$ cat src/rtl/spim_fifo_ctrl.sv
// spim_fifo_ctrl
//   CPU-visible SPI master with a CTRL and a DATA register. Bytes written to
//   DATA queue in a TX FIFO and are shifted out in SPI mode 0, MSB first.
//   Each received byte is queued in an RX FIFO, which the CPU drains by
//   reading DATA.
// Ports
//   clk6x     system clock, everything runs on its rising edge
//   rst       asynchronous active-high reset
//   reg_addr  0 = CTRL, 1 = DATA
//   reg_wr    one-cycle write strobe
//   reg_rd    one-cycle read strobe (pops RX when reg_addr = 1)
//   wdata     write data
//   rdata     combinational read data
//   spi_sck   SPI clock, idles low
//   spi_mosi  SPI data out
//   spi_miso  SPI data in
//   spi_csn   active-low chip selects, one per target

// Byte FIFO used for both directions. The flush takes priority over a
// pop but never over a push, so a byte completed in the flush cycle survives.
module spim_fifo_buf #(
  parameter int DEPTH = 4,
  parameter int AW    = $clog2(DEPTH)
) (
  input  logic       clk6x,
  input  logic       rst,
  input  logic       push,
  input  logic       pop,
  input  logic       flush,
  input  logic [7:0] din,
  output logic [7:0] dout,
  output logic       empty
);
  logic [7:0]    mem [DEPTH];
  logic [AW-1:0] wr_ptr_reg;
  logic [AW-1:0] rd_ptr_reg;
  logic [AW:0]   count_reg;
  logic          full;
  logic          do_push;
  logic          do_pop;

  assign empty   = (count_reg == '0);
  assign full    = (count_reg == (AW+1)'(DEPTH));
  assign do_push = push && (!full || flush);
  assign do_pop  = pop && !empty && !flush;
  assign dout    = mem[rd_ptr_reg];

  always_ff @(posedge clk6x or posedge rst) begin
    if (rst) begin
      wr_ptr_reg <= '0;
      rd_ptr_reg <= '0;
      count_reg  <= '0;
    end else begin
      if (do_push)
        wr_ptr_reg <= wr_ptr_reg + AW'(1);
      if (flush) begin
        // Everything queued is dropped; a simultaneous push becomes the only entry.
        rd_ptr_reg <= wr_ptr_reg;
        count_reg  <= {{AW{1'b0}}, do_push};
      end else begin
        if (do_pop)
          rd_ptr_reg <= rd_ptr_reg + AW'(1);
        count_reg <= count_reg + {{AW{1'b0}}, do_push} - {{AW{1'b0}}, do_pop};
      end
    end
  end

  always_ff @(posedge clk6x) begin
    if (do_push)
      mem[wr_ptr_reg] <= din;
  end
endmodule

module spim_fifo_ctrl #(
  parameter int FIFO_DEPTH = 4,
  parameter int NTARGETS   = 1
) (
  input  logic                clk6x,
  input  logic                rst,
  input  logic                reg_addr,
  input  logic                reg_wr,
  input  logic                reg_rd,
  input  logic [7:0]          wdata,
  output logic [7:0]          rdata,
  output logic                spi_sck,
  output logic                spi_mosi,
  input  logic                spi_miso,
  output logic [NTARGETS-1:0] spi_csn
);
  typedef enum logic [1:0] {IDLE, LOAD, SHIFT, DONE} state_t;

  state_t        state_reg;
  logic [2:0]    target_reg;
  logic [2:0]    speed_reg;
  logic [2:0]    cnt_reg;        // cycles left in the current half-period
  logic [3:0]    bits_reg;       // falling edges still to come
  logic [7:0]    shift_reg;
  logic          sck_reg;
  logic          mosi_reg;
  logic          miso_sample_reg;
  logic [NTARGETS-1:0] csn_reg;

  logic       ctrl_wr;
  logic       data_wr;
  logic       data_rd;
  logic       flush;
  logic       tx_empty;
  logic       rx_empty;
  logic [7:0] tx_head;
  logic [7:0] rx_head;
  logic       tx_pop;
  logic       rx_push;
  logic       busy;
  logic       ctrl_unused;

  assign ctrl_wr     = reg_wr && !reg_addr;
  assign data_wr     = reg_wr && reg_addr;
  assign data_rd     = reg_rd && reg_addr;
  assign flush       = ctrl_wr && wdata[6];
  assign ctrl_unused = wdata[7];

  // The engine takes a new byte from IDLE, or directly from DONE so that
  // back-to-back bytes keep the chip select low with no idle gap.
  assign tx_pop  = ((state_reg == IDLE) || (state_reg == DONE)) && !tx_empty;
  assign rx_push = (state_reg == DONE);
  assign busy    = !tx_empty || (state_reg != IDLE);

  spim_fifo_buf #(.DEPTH(FIFO_DEPTH)) tx_fifo (
    .clk6x (clk6x),
    .rst   (rst),
    .push  (data_wr),
    .pop   (tx_pop),
    .flush (flush),
    .din   (wdata),
    .dout  (tx_head),
    .empty (tx_empty)
  );

  spim_fifo_buf #(.DEPTH(FIFO_DEPTH)) rx_fifo (
    .clk6x (clk6x),
    .rst   (rst),
    .push  (rx_push),
    .pop   (data_rd),
    .flush (flush),
    .din   (shift_reg),
    .dout  (rx_head),
    .empty (rx_empty)
  );

  always_comb begin
    rdata = 8'h00;
    if (reg_addr)
      rdata = rx_empty ? 8'h00 : rx_head;
    else
      rdata = {busy, !rx_empty, speed_reg, target_reg};
  end

  always_ff @(posedge clk6x or posedge rst) begin
    if (rst) begin
      target_reg <= 3'd0;
      speed_reg  <= 3'd0;
    end else if (ctrl_wr) begin
      target_reg <= wdata[2:0];
      speed_reg  <= wdata[5:3];
    end
  end

  // One registered select per target; targets with no matching output
  // simply leave every line high.
  generate
    for (genvar gi = 0; gi < NTARGETS; gi++) begin : g_csn
      always_ff @(posedge clk6x or posedge rst) begin
        if (rst)
          csn_reg[gi] <= 1'b1;
        else if (ctrl_wr)
          csn_reg[gi] <= (wdata[2:0] != 3'(gi + 1));
      end
    end
  endgenerate

  // Half-period length is latched at the start of each half, so a SPEED
  // change lands on the next half-period rather than mid-way.
  always_ff @(posedge clk6x or posedge rst) begin
    if (rst) begin
      state_reg       <= IDLE;
      cnt_reg         <= 3'd0;
      bits_reg        <= 4'd0;
      shift_reg       <= 8'h00;
      sck_reg         <= 1'b0;
      mosi_reg        <= 1'b0;
      miso_sample_reg <= 1'b0;
    end else begin
      case (state_reg)
        IDLE, DONE: begin
          if (!tx_empty) begin
            shift_reg <= tx_head;
            mosi_reg  <= tx_head[7];
            cnt_reg   <= speed_reg;
            state_reg <= LOAD;
          end else begin
            state_reg <= IDLE;
          end
        end
        LOAD: begin
          if (cnt_reg == 3'd0) begin
            sck_reg         <= 1'b1;
            miso_sample_reg <= spi_miso;
            bits_reg        <= 4'd8;
            cnt_reg         <= speed_reg;
            state_reg       <= SHIFT;
          end else begin
            cnt_reg <= cnt_reg - 3'd1;
          end
        end
        SHIFT: begin
          if (cnt_reg != 3'd0) begin
            cnt_reg <= cnt_reg - 3'd1;
          end else if (sck_reg) begin
            // Falling edge: shift the sampled bit in, present the next bit.
            sck_reg   <= 1'b0;
            shift_reg <= {shift_reg[6:0], miso_sample_reg};
            mosi_reg  <= shift_reg[6];
            bits_reg  <= bits_reg - 4'd1;
            cnt_reg   <= speed_reg;
          end else if (bits_reg == 4'd0) begin
            // Low half after the 8th fall has elapsed.
            state_reg <= DONE;
          end else begin
            sck_reg         <= 1'b1;
            miso_sample_reg <= spi_miso;
            cnt_reg         <= speed_reg;
          end
        end
        default: state_reg <= IDLE;
      endcase
    end
  end

  assign spi_sck  = sck_reg;
  assign spi_mosi = mosi_reg;
  assign spi_csn  = csn_reg;
endmodule
$ cat config.mk
export PLATFORM = sky130hd
export DESIGN_NAME = spim_fifo_ctrl
export DESIGN_NICKNAME = d
export VERILOG_FILES = /design/src/rtl/spim_fifo_ctrl.sv
export SDC_FILE = /design/constraint.sdc
export NUM_CORES = 1
export LEC_CHECK = 0
export ABC_AREA = 0
export BUFFER_PORTS_ARGS = -buffer_cell sky130_fd_sc_hd__buf_2
export CAP_MARGIN = 40
export CELL_PAD_IN_SITES_DETAIL_PLACEMENT = 0
export CELL_PAD_IN_SITES_GLOBAL_PLACEMENT = 1
export CORE_ASPECT_RATIO = 0.9
export CORE_UTILIZATION = 45
export DETAILED_ROUTE_END_ITERATION = 6
export PLACE_DENSITY_LB_ADDON = 0.1
export SLEW_MARGIN = 20
export SYNTH_ARGS = -nofsm -noshare
export SYNTH_HDL_FRONTEND = slang
export SYNTH_HIERARCHICAL = 1
export SYNTH_SLANG_ARGS = --single-unit
$ cat constraint.sdc
create_clock -name clk6x -period 3.1 [get_ports clk6x]
set_input_delay 0.155 -clock clk6x [delete_from_list [all_inputs] [get_ports clk6x]]
set_output_delay 0.155 -clock clk6x [all_outputs]
set_load 0.01 [all_outputs]
Yosys cells after proc, flatten, opt, wreduce, memory -nomap -nowiden
Memory sizes are Yosys's and may differ from the RTL's.
Cells that the tools add are included.
Operators by class
  $add $sub $neg: 10
  equality and inequality tests: 14
  mux-type cells: 46
  reductions and logical operators: 39
Operators with widths (number)
  8-bit two-way mux: 5
  3-bit two-way mux: 7
  1-bit two-way mux: 16
  2-bit two-way mux: 8
  8-bit one-hot mux with 2 select lines: 1
  2-bit inequality test, second input constant: 7
  4-bit two-way mux: 3
  4-bit AND reduction: 3
  1-bit logical AND: 11
  2-bit nonzero test: 5
  3-bit logical NOT: 3
  3-bit one-hot mux with 3 select lines: 1
  2-bit by 1-bit adder with 2-bit output, second input constant: 4
  4-bit one-hot mux with 2 select lines: 1
  3-bit by 1-bit adder with 3-bit output: 2
  3-bit == test, second input constant: 2
  1-bit logical NOT: 6
  1-bit one-hot mux with 2 select lines: 3
  2-bit one-hot mux with 3 select lines: 1
  3-bit by 1-bit subtractor with 3-bit output: 2
  5-bit AND reduction: 1
  2-bit == test, second input constant: 2
  4-bit logical NOT: 1
  1-bit logical OR: 4
  other kinds (10): 10
Storage, ports and cells
  register bits after elaboration: 41
  memory bits (writable): 64
  input port bits: 14
  memories: 2
Memory list
  rx_fifo.mem: depth 4, width 8, rd ports 1, clocked after Yosys merged registers in 0, write ports 1, RTL line 34  | logic [7:0] mem [DEPTH];
  tx_fifo.mem: depth 4, width 8, rd ports 1, clocked after Yosys merged registers in 0, write ports 1, RTL line 34

Logic depth before layout (Yosys ltp)
Gate-level depths: netlist (run 1).
  depth after elaboration: 8
  depth in mapped cells: 13

By module
The synthesis (run 1) kept the hierarchy.
Modules (own cells, without submodules)
  spim_fifo_buf: times used 2, cells an instance 86, area each 1610.3 um^2, seq. area each 1136.1 um^2
  spim_fifo_ctrl: times used 1, cells an instance 171, area each 1609.0 um^2, seq. area each 651.9 um^2

Worst setup path before layout (run 1)
OpenSTA, ideal clock, no wires.
  path type: input port to flip-flop
  from: in reg_wr
  to: reg rx_fifo.count_reg[2]
  arrival: 2.197 ns
  setup slack: 0.785 ns
  stages on the path: 12
  buffers on the path: 1
  cell sequence: nor2b_1 -> and2_1 -> buf_4 -> o41a_1 -> inv_1 -> ha_1 -> inv_1 -> ha_1 -> inv_1 -> fa_1 -> xnor2_1 -> nor2_1
Between the ends
  longest elaborated chain between the ends: 7
RTL lines
  start: declaration: RTL line 81  | input logic reg_wr,
  1-bit logical AND *: RTL line 116  | assign ctrl_wr = reg_wr && !reg_addr;
  1-bit logical AND *: RTL line 119  | assign flush = ctrl_wr && wdata[6];
  net flush: RTL line 106  | logic flush;
  1-bit logical OR: RTL line 44  | assign do_push = push && (!full || flush);
  1-bit logical AND: RTL line 44
  3-bit by 1-bit adder with 3-bit output: RTL line 63  | count_reg <= count_reg + {{AW{1'b0}}, do_push} - {{AW{1'b0}}, do_pop};
  3-bit by 1-bit subtractor with 3-bit output: RTL line 63
  3-bit two-way mux *: RTL line 56  | if (flush) begin
  end signal: assignment: RTL line 59  | count_reg <= {{AW{1'b0}}, do_push};
  end signal: assignment: RTL line 63
  end: declaration: RTL line 37  | logic [AW:0] count_reg;
Mark *: on every way through the listed nets, which the timed path passes. The rest lies on a longest branch.
A chain may end at the register's enable or synchronous reset.

Final worst setup path (run 1)
  from: reg state_reg[0]
  to: reg tx_fifo.count_reg[2]
Between the ends
  longest elaborated chain between the ends: 7
RTL lines
  start: declaration: RTL line 92  | state_t state_reg;
  start signal: assignment: RTL line 185  | state_reg <= IDLE;
  start signal: assignment: RTL line 199  | state_reg <= LOAD;
  start signal: assignment: RTL line 201  | state_reg <= IDLE;
  2-bit == test / 2-bit logical NOT (equally long branches): RTL line 124  | assign tx_pop = ((state_reg == IDLE) || (state_reg == DONE)) && !tx_empty;
  1-bit logical OR *: RTL line 124
  1-bit logical AND *: RTL line 124
  net tx_pop: RTL line 111  | logic tx_pop;
  1-bit logical AND * (2 in a row): RTL line 45  | assign do_pop = pop && !empty && !flush;
  3-bit by 1-bit subtractor with 3-bit output *: RTL line 63
  3-bit two-way mux *: RTL line 56
  end signal: assignment: RTL line 59
  end signal: assignment: RTL line 63
  end: declaration: RTL line 37
Marks and branches as above.

==> flow_metrics.tcl, run 1 <==
set metrics [dict create \
    start_util 0.467 \
    hold_violations 0 \
    core-area_mm2 0.0103 \
    ctsHtreeMaxLevel 3 \
    ys_seq_area_frac 0.605 \
    detail_route.wl_per_cell_um 18.5 \
    slew_headroom 0.522 \
    cts_root_buf "clkbuf_16" \
    slew_viol_final 0 \
    power_density_mw_per_mm2 1030 \
    min_period_over_period 0.817 \
    grt_max_degree 17 \
    crit_fanout 9 \
    violations "design-rule violations" \
    clockBufferDepth 2 \
    cts.sinks 104 \
    layout-drive-gt1-share 0.211 \
    start_kind "flip-flop" \
    routed-via-count 2673 \
    setup_tns_ps 0 \
    grt_pass1_wl_um 15300 \
    syn-cell-area_mm2 0.00483 \
    drc_errors 2 \
    worst_setup_path_end_kind "flip-flop" \
    fp.dieW_um 111 \
    fin_skew_ps 6.19 \
    gr-total-overflow 0 \
    synth_cell_type_count 51 \
    die_y_um 100 \
    place_area_mm2 0.00507 \
    setup_viol 0 \
    fin_area_mm2 0.00537 \
    clock_latency_ps 330 \
    synthArstFlopShare 0.385 \
    postSynthCellCount 343 \
    p_seq_frac 0.427 \
    combPwrFrac 0.374 \
    cts-buffers-inserted 9 \
    crit_type "reg2reg" \
    cap_violations 0 \
    nets 406 \
    drt_wl_total_um 9340 \
    firstDrtPassIters 7 \
    ys.flop_type "edfxtp_1" \
    synth_area_leaders "edfxtp_1 40%, dfrtp_1 20%, mux4_2 7.5%, ha_1 5.2%, o21ai_0 2.5%" \
    synthTopCellsByCount "64 x edfxtp_1, 39 x dfrtp_1, 27 x inv_1" \
    antenna_left 0 \
    dieArea_mm2 0.0112 \
    postCtsSetupBuffers 0 \
    fin_crit_ps 2530 \
    port-buffer-count 24 \
    cts_resized 0 \
    min_path_type "in2reg" \
    fmaxAchievable_ghz 0.395 \
    synth_area_per_cell_um2 14.1 \
    hpwl_um 6870 \
    gp_congestion 0.762 \
    clkTransAtPathRegs_ps 70 \
    fillCellCount 881 \
    grt_usage 0.186 \
    ys_warn_count 6 \
    syn_nets 379 \
    required_ps 3310 \
    antenna_found_initial 0 \
    postCtsHoldBufs 1 \
    antennaDiodeCount 0 \
    power_switching_uw 2010 \
    synth_top_area_share 0.398 \
    ys_ff_latch 104 \
    area_growth_pct 11.2 \
    status "finished with violations" \
    clkPwrFrac 0.199 \
    switching_share 0.363 \
    vias_per_cell 5.30 \
    worstMarginPinSlew_ps 715 \
    ir_worst_vdd_mv 0.480 \
    rsz0062_at_grt "no" \
    synth_edf_count 64 \
    synth_top_area_cell "edfxtp_1" \
    tritoncts "done" \
    grt_pass1_vias 2758 \
    intPower_uw 3530 \
    ioPinCount 25 \
    rows 35 \
    p_leak_uw 0.00207 \
    drtIter0Drc 146 \
    cp_data_arrival_time_ps 2740 \
    synth.most_common_cell "edfxtp_1" \
]
## per-stage QoR
stage          total power, uW  instances  hold slack, ps  utilization  setup WS [ps]
4_1_cts                   5610        504            24.2        0.520            559
3_5_place_dp              4500        487             138        0.491            519
2_1_floorplan             3960        343           -41.6            -            785
3_3_place_gp              4450        486             132        0.488            586
5_1_grt                   5970        504            36.3        0.520            349
6_report                  5540        504            33.0        0.520            569
## worst max-delay path, stage by stage (launching register included)
cell and delay (ps):
dfrtp_1 400, inv_1 80, ha_1 420, nor2_1 220, o31ai_1 130, nor2_1 120
ha_1 230, inv_1 60, ha_1 130, inv_1 50, fa_1 370, xnor2_1 160
nor2_1 60
## power groups by stage
| stage | logic (uW) | clock network (uW) | registers, uW |
|---|---|---|---|
| after floorplan | 1800 | 0 | 2160 |
| after global placement | 2070 | 0 | 2380 |
| after detailed placement | 2100 | 0 | 2400 |
| after CTS | 2110 | 1130 | 2380 |
| after global routing | 2340 | 1190 | 2440 |
| final | 2070 | 1100 | 2370 |
## final cells by class
class                   instances  area [um2]  share of cell area
clock inverters                 6        60.1              0.0112
repair buffers                 30         188              0.0349
multi-input cells             196        1700               0.317
flip-flops and latches        104        2920               0.544
inverters                      29         109              0.0203
clock buffers                  10         229              0.0426
well taps                     129         161              0.0300
## cell families (layout without fill, tap and decap cells)
logic type	count (synthesis)	count (layout)	share of synthesized area
AO/OA/AOI/OAI	59	59	0.0788
adder cells (fa/ha/maj)	22	22	0.0601
AND/OR/NAND/NOR	72	72	0.0819
flip-flops	104	104	0.605
multiplexers	33	33	0.113
buffers and inverters	43	75	0.0422
XOR/XNOR	10	10	0.0181
## worst paths after layout
path                                          startpoint                        endpoint  slack (ps)  depth (start not counted)
worst max-delay path            state_reg[0]$_DFFE_PP0P_  tx_fifo/count_reg[2]$_DFF_PP0_         570                         12
worst min-delay path                            wdata[7]     tx_fifo/mem[2][7]$_DFFE_PP_          30                          1
worst max register to register  state_reg[0]$_DFFE_PP0P_  tx_fifo/count_reg[2]$_DFF_PP0_         570                         12
worst min register to register       spi_csn$_DFFE_PP1N_             spi_csn$_DFFE_PP1N_         500                          2
max in group asynchronous                            rst             spi_csn$_DFFE_PP1N_        2120                          4
min in group asynchronous                            rst  tx_fifo/count_reg[0]$_DFF_PP0_         320                          3
## per-layer routing
metal  wire length (um)  global-route usage  share of wire  vias to the layer above
met1               4500               0.259           0.48                     1340
met2               4450               0.298           0.48                       39
met3                262              0.0380          0.028                       10
met5                  0                   0              0                        -
met4                123              0.0551          0.013                        0
li1                   -                   -              -                     1284
## placed cells by master (no fill, tap or decap), types with 4 or more instances in the layout
cell type  instances
xor2_1             6
and2_1            11
dfrtp_1           39
inv_1             27
nand2_1           21
mux2_2             5
o31ai_1            4
o21ai_0           24
nor2_1            19
buf_4              4
nor3_1             4
a21oi_1           14
ha_1              20
xnor2_1            4
clkbuf_16          9
edfxtp_1          64
mux4_2            16
mux2i_1            9
buf_2             24
(Power assumes the default switching activity.)
==> run 2, diff against run 1 <==
Clock period 3.1 ns to 2.3 ns, I/O delays scaled along.
==> flow_metrics.tcl, run 2 (synthesized netlist as in run 1, its figures left out) <==
set metrics [dict create \
    hpwl_um 6960 \
    crit_fanout 2 \
    min_period_over_period 0.938 \
    drtIter0Drc 158 \
    die_y_um 100 \
    ir_worst_vdd_mv 0.641 \
    routed-via-count 2739 \
    grt_usage 0.188 \
    r2r_end "tx_fifo/count_reg[2]$_DFF_PP0_" \
    r2r_slack_ps 140 \
    fin_skew_ps 10.2 \
    antenna_left 0 \
    cts.sinks 104 \
    clockBufferDepth 2 \
    hold_depth 1 \
    place_area_mm2 0.00514 \
    ioPinCount 25 \
    drc_errors 2 \
    start_kind "flip-flop" \
    crit_type "reg2reg" \
    min_path_type "in2reg" \
    dieArea_mm2 0.0112 \
    power_density_mw_per_mm2 1400 \
    gp_congestion 0.805 \
    hold_violations 0 \
    nets 422 \
    hold_slack_ps 14.9 \
    gr-total-overflow 0 \
    rr_worst_depth 12 \
    cts-buffers-inserted 9 \
    firstDrtPassIters 6 \
    port-buffer-count 24 \
    detail_route.wl_per_cell_um 18.3 \
    fp.dieW_um 111 \
    area_growth_pct 14.2 \
    vias_per_cell 5.26 \
    antenna_found_initial 1 \
    setup.worst_path.start "tx_fifo/count_reg[2]$_DFF_PP0_" \
    cp_data_arrival_time_ps 2390 \
    utilization 0.534 \
    rows 35 \
    grt_pass1_wl_um 15300 \
    hp-start "wdata[5]" \
    ctsHtreeMaxLevel 3 \
    setup_ws_ps 144 \
    core-area_mm2 0.0103 \
    hold_end "tx_fifo/mem[3][5]$_DFFE_PP_" \
    timing.rr.start "tx_fifo/count_reg[2]$_DFF_PP0_" \
    clkTransAtPathRegs_ps 70 \
    p_leak_uw 0.00213 \
    final_cell_mix "64 x edfxtp_1, 37 x dfrtp_1, 25 x inv_1" \
    pre_cts_slack_ps 9.24 \
    slew_viol_final 0 \
    setup_viol 0 \
    cap_violations 0 \
    tritoncts "done" \
    start_util 0.467 \
    fillCellCount 883 \
    final_common_cell "edfxtp_1" \
    clock_latency_ps 340 \
    fmaxAchievable_ghz 0.464 \
    slew_headroom 0.627 \
    layout-drive-gt1-share 0.261 \
    violations "design-rule violations" \
    worstMarginPinSlew_ps 558 \
    grt_max_degree 27 \
    cts_root_buf "clkbuf_16" \
    drt_wl_total_um 9520 \
    status "finished with violations" \
    required_ps 2530 \
    fin_crit_ps 2160 \
    fin_area_mm2 0.00552 \
    worst_setup_path_end_kind "flip-flop" \
    grt_pass1_vias 2803 \
]
## run 2: layout make-up
class	count	area (um2)	area share
Timing Repair Buffer	46	293	0.0531
Tap cell	129	161	0.0293
Sequential cell	104	2930	0.530
Clock buffer	10	239	0.0433
Multi-Input combinational cell	196	1740	0.316
Clock inverter	6	43.8	0.00794
Inverter	29	109	0.0197
Antenna cell	1	2.50	0.000454
## run 2: worst max path at each step
stage | end | slack [ps] | cells after the start
global placement | tx_fifo/count_reg[2]$_DFF_PP0_ | 110 | 12
finish | tx_fifo/count_reg[2]$_DFF_PP0_ | 140 | 12
floorplan | rx_fifo/count_reg[2]$_DFF_PP0_ | 20 | 12
global route | tx_fifo/count_reg[2]$_DFF_PP0_ | -3 | 12
detailed placement | tx_fifo/count_reg[2]$_DFF_PP0_ | 9 | 12
CTS | tx_fifo/count_reg[2]$_DFF_PP0_ | 2 | 12
## run 2: metrics by stage
stage | power (uW) | std cells | setup TNS (ps)
6_report | 7700 | 521 | 0
5_1_grt | 8280 | 521 | -2.52
4_1_cts | 7660 | 518 | 0
3_5_place_dp | 6200 | 499 | 0
3_3_place_gp | 6120 | 499 | 0
2_1_floorplan | 5340 | 343 | 0
## run 2: worst max-delay path, cell delays in order, from the launching register on
cell     delay (ps)
dfrtp_1         380
buf_4           140
nor3_4          210
nor2_4           70
o31ai_2          80
nor2_1          100
ha_1            280
inv_1            50
ha_1            120
inv_1            50
fa_1            370
xnor2_1         160
nor2_1           50
## run 2: repair_timing
| action | CTS | global route |
|---|---|---|
| endpoints found under the hold margin | 44 | 0 |
| buffers inserted | 0 | 2 |
| setup endpoints to repair | 0 | 3 |
| resized for setup | 0 | 11 |
| hold buffers | 3 | 0 |
## run 2: metal layers
metal  global-route usage  up-vias  share of wire
li1                     -     1321              -
met1                0.257     1365           0.47
met2                0.300       47           0.49
met3               0.0380        6          0.028
met4               0.0686        0         0.0086
met5                    0        -              0
## run 2: power breakdown
group	switching, uW	total (uW)	internal [uW]	leakage [uW]
registers	497	3100	2600	0.00105
logic	1650	3170	1520	0.000957
clock network	663	1430	765	0.000129
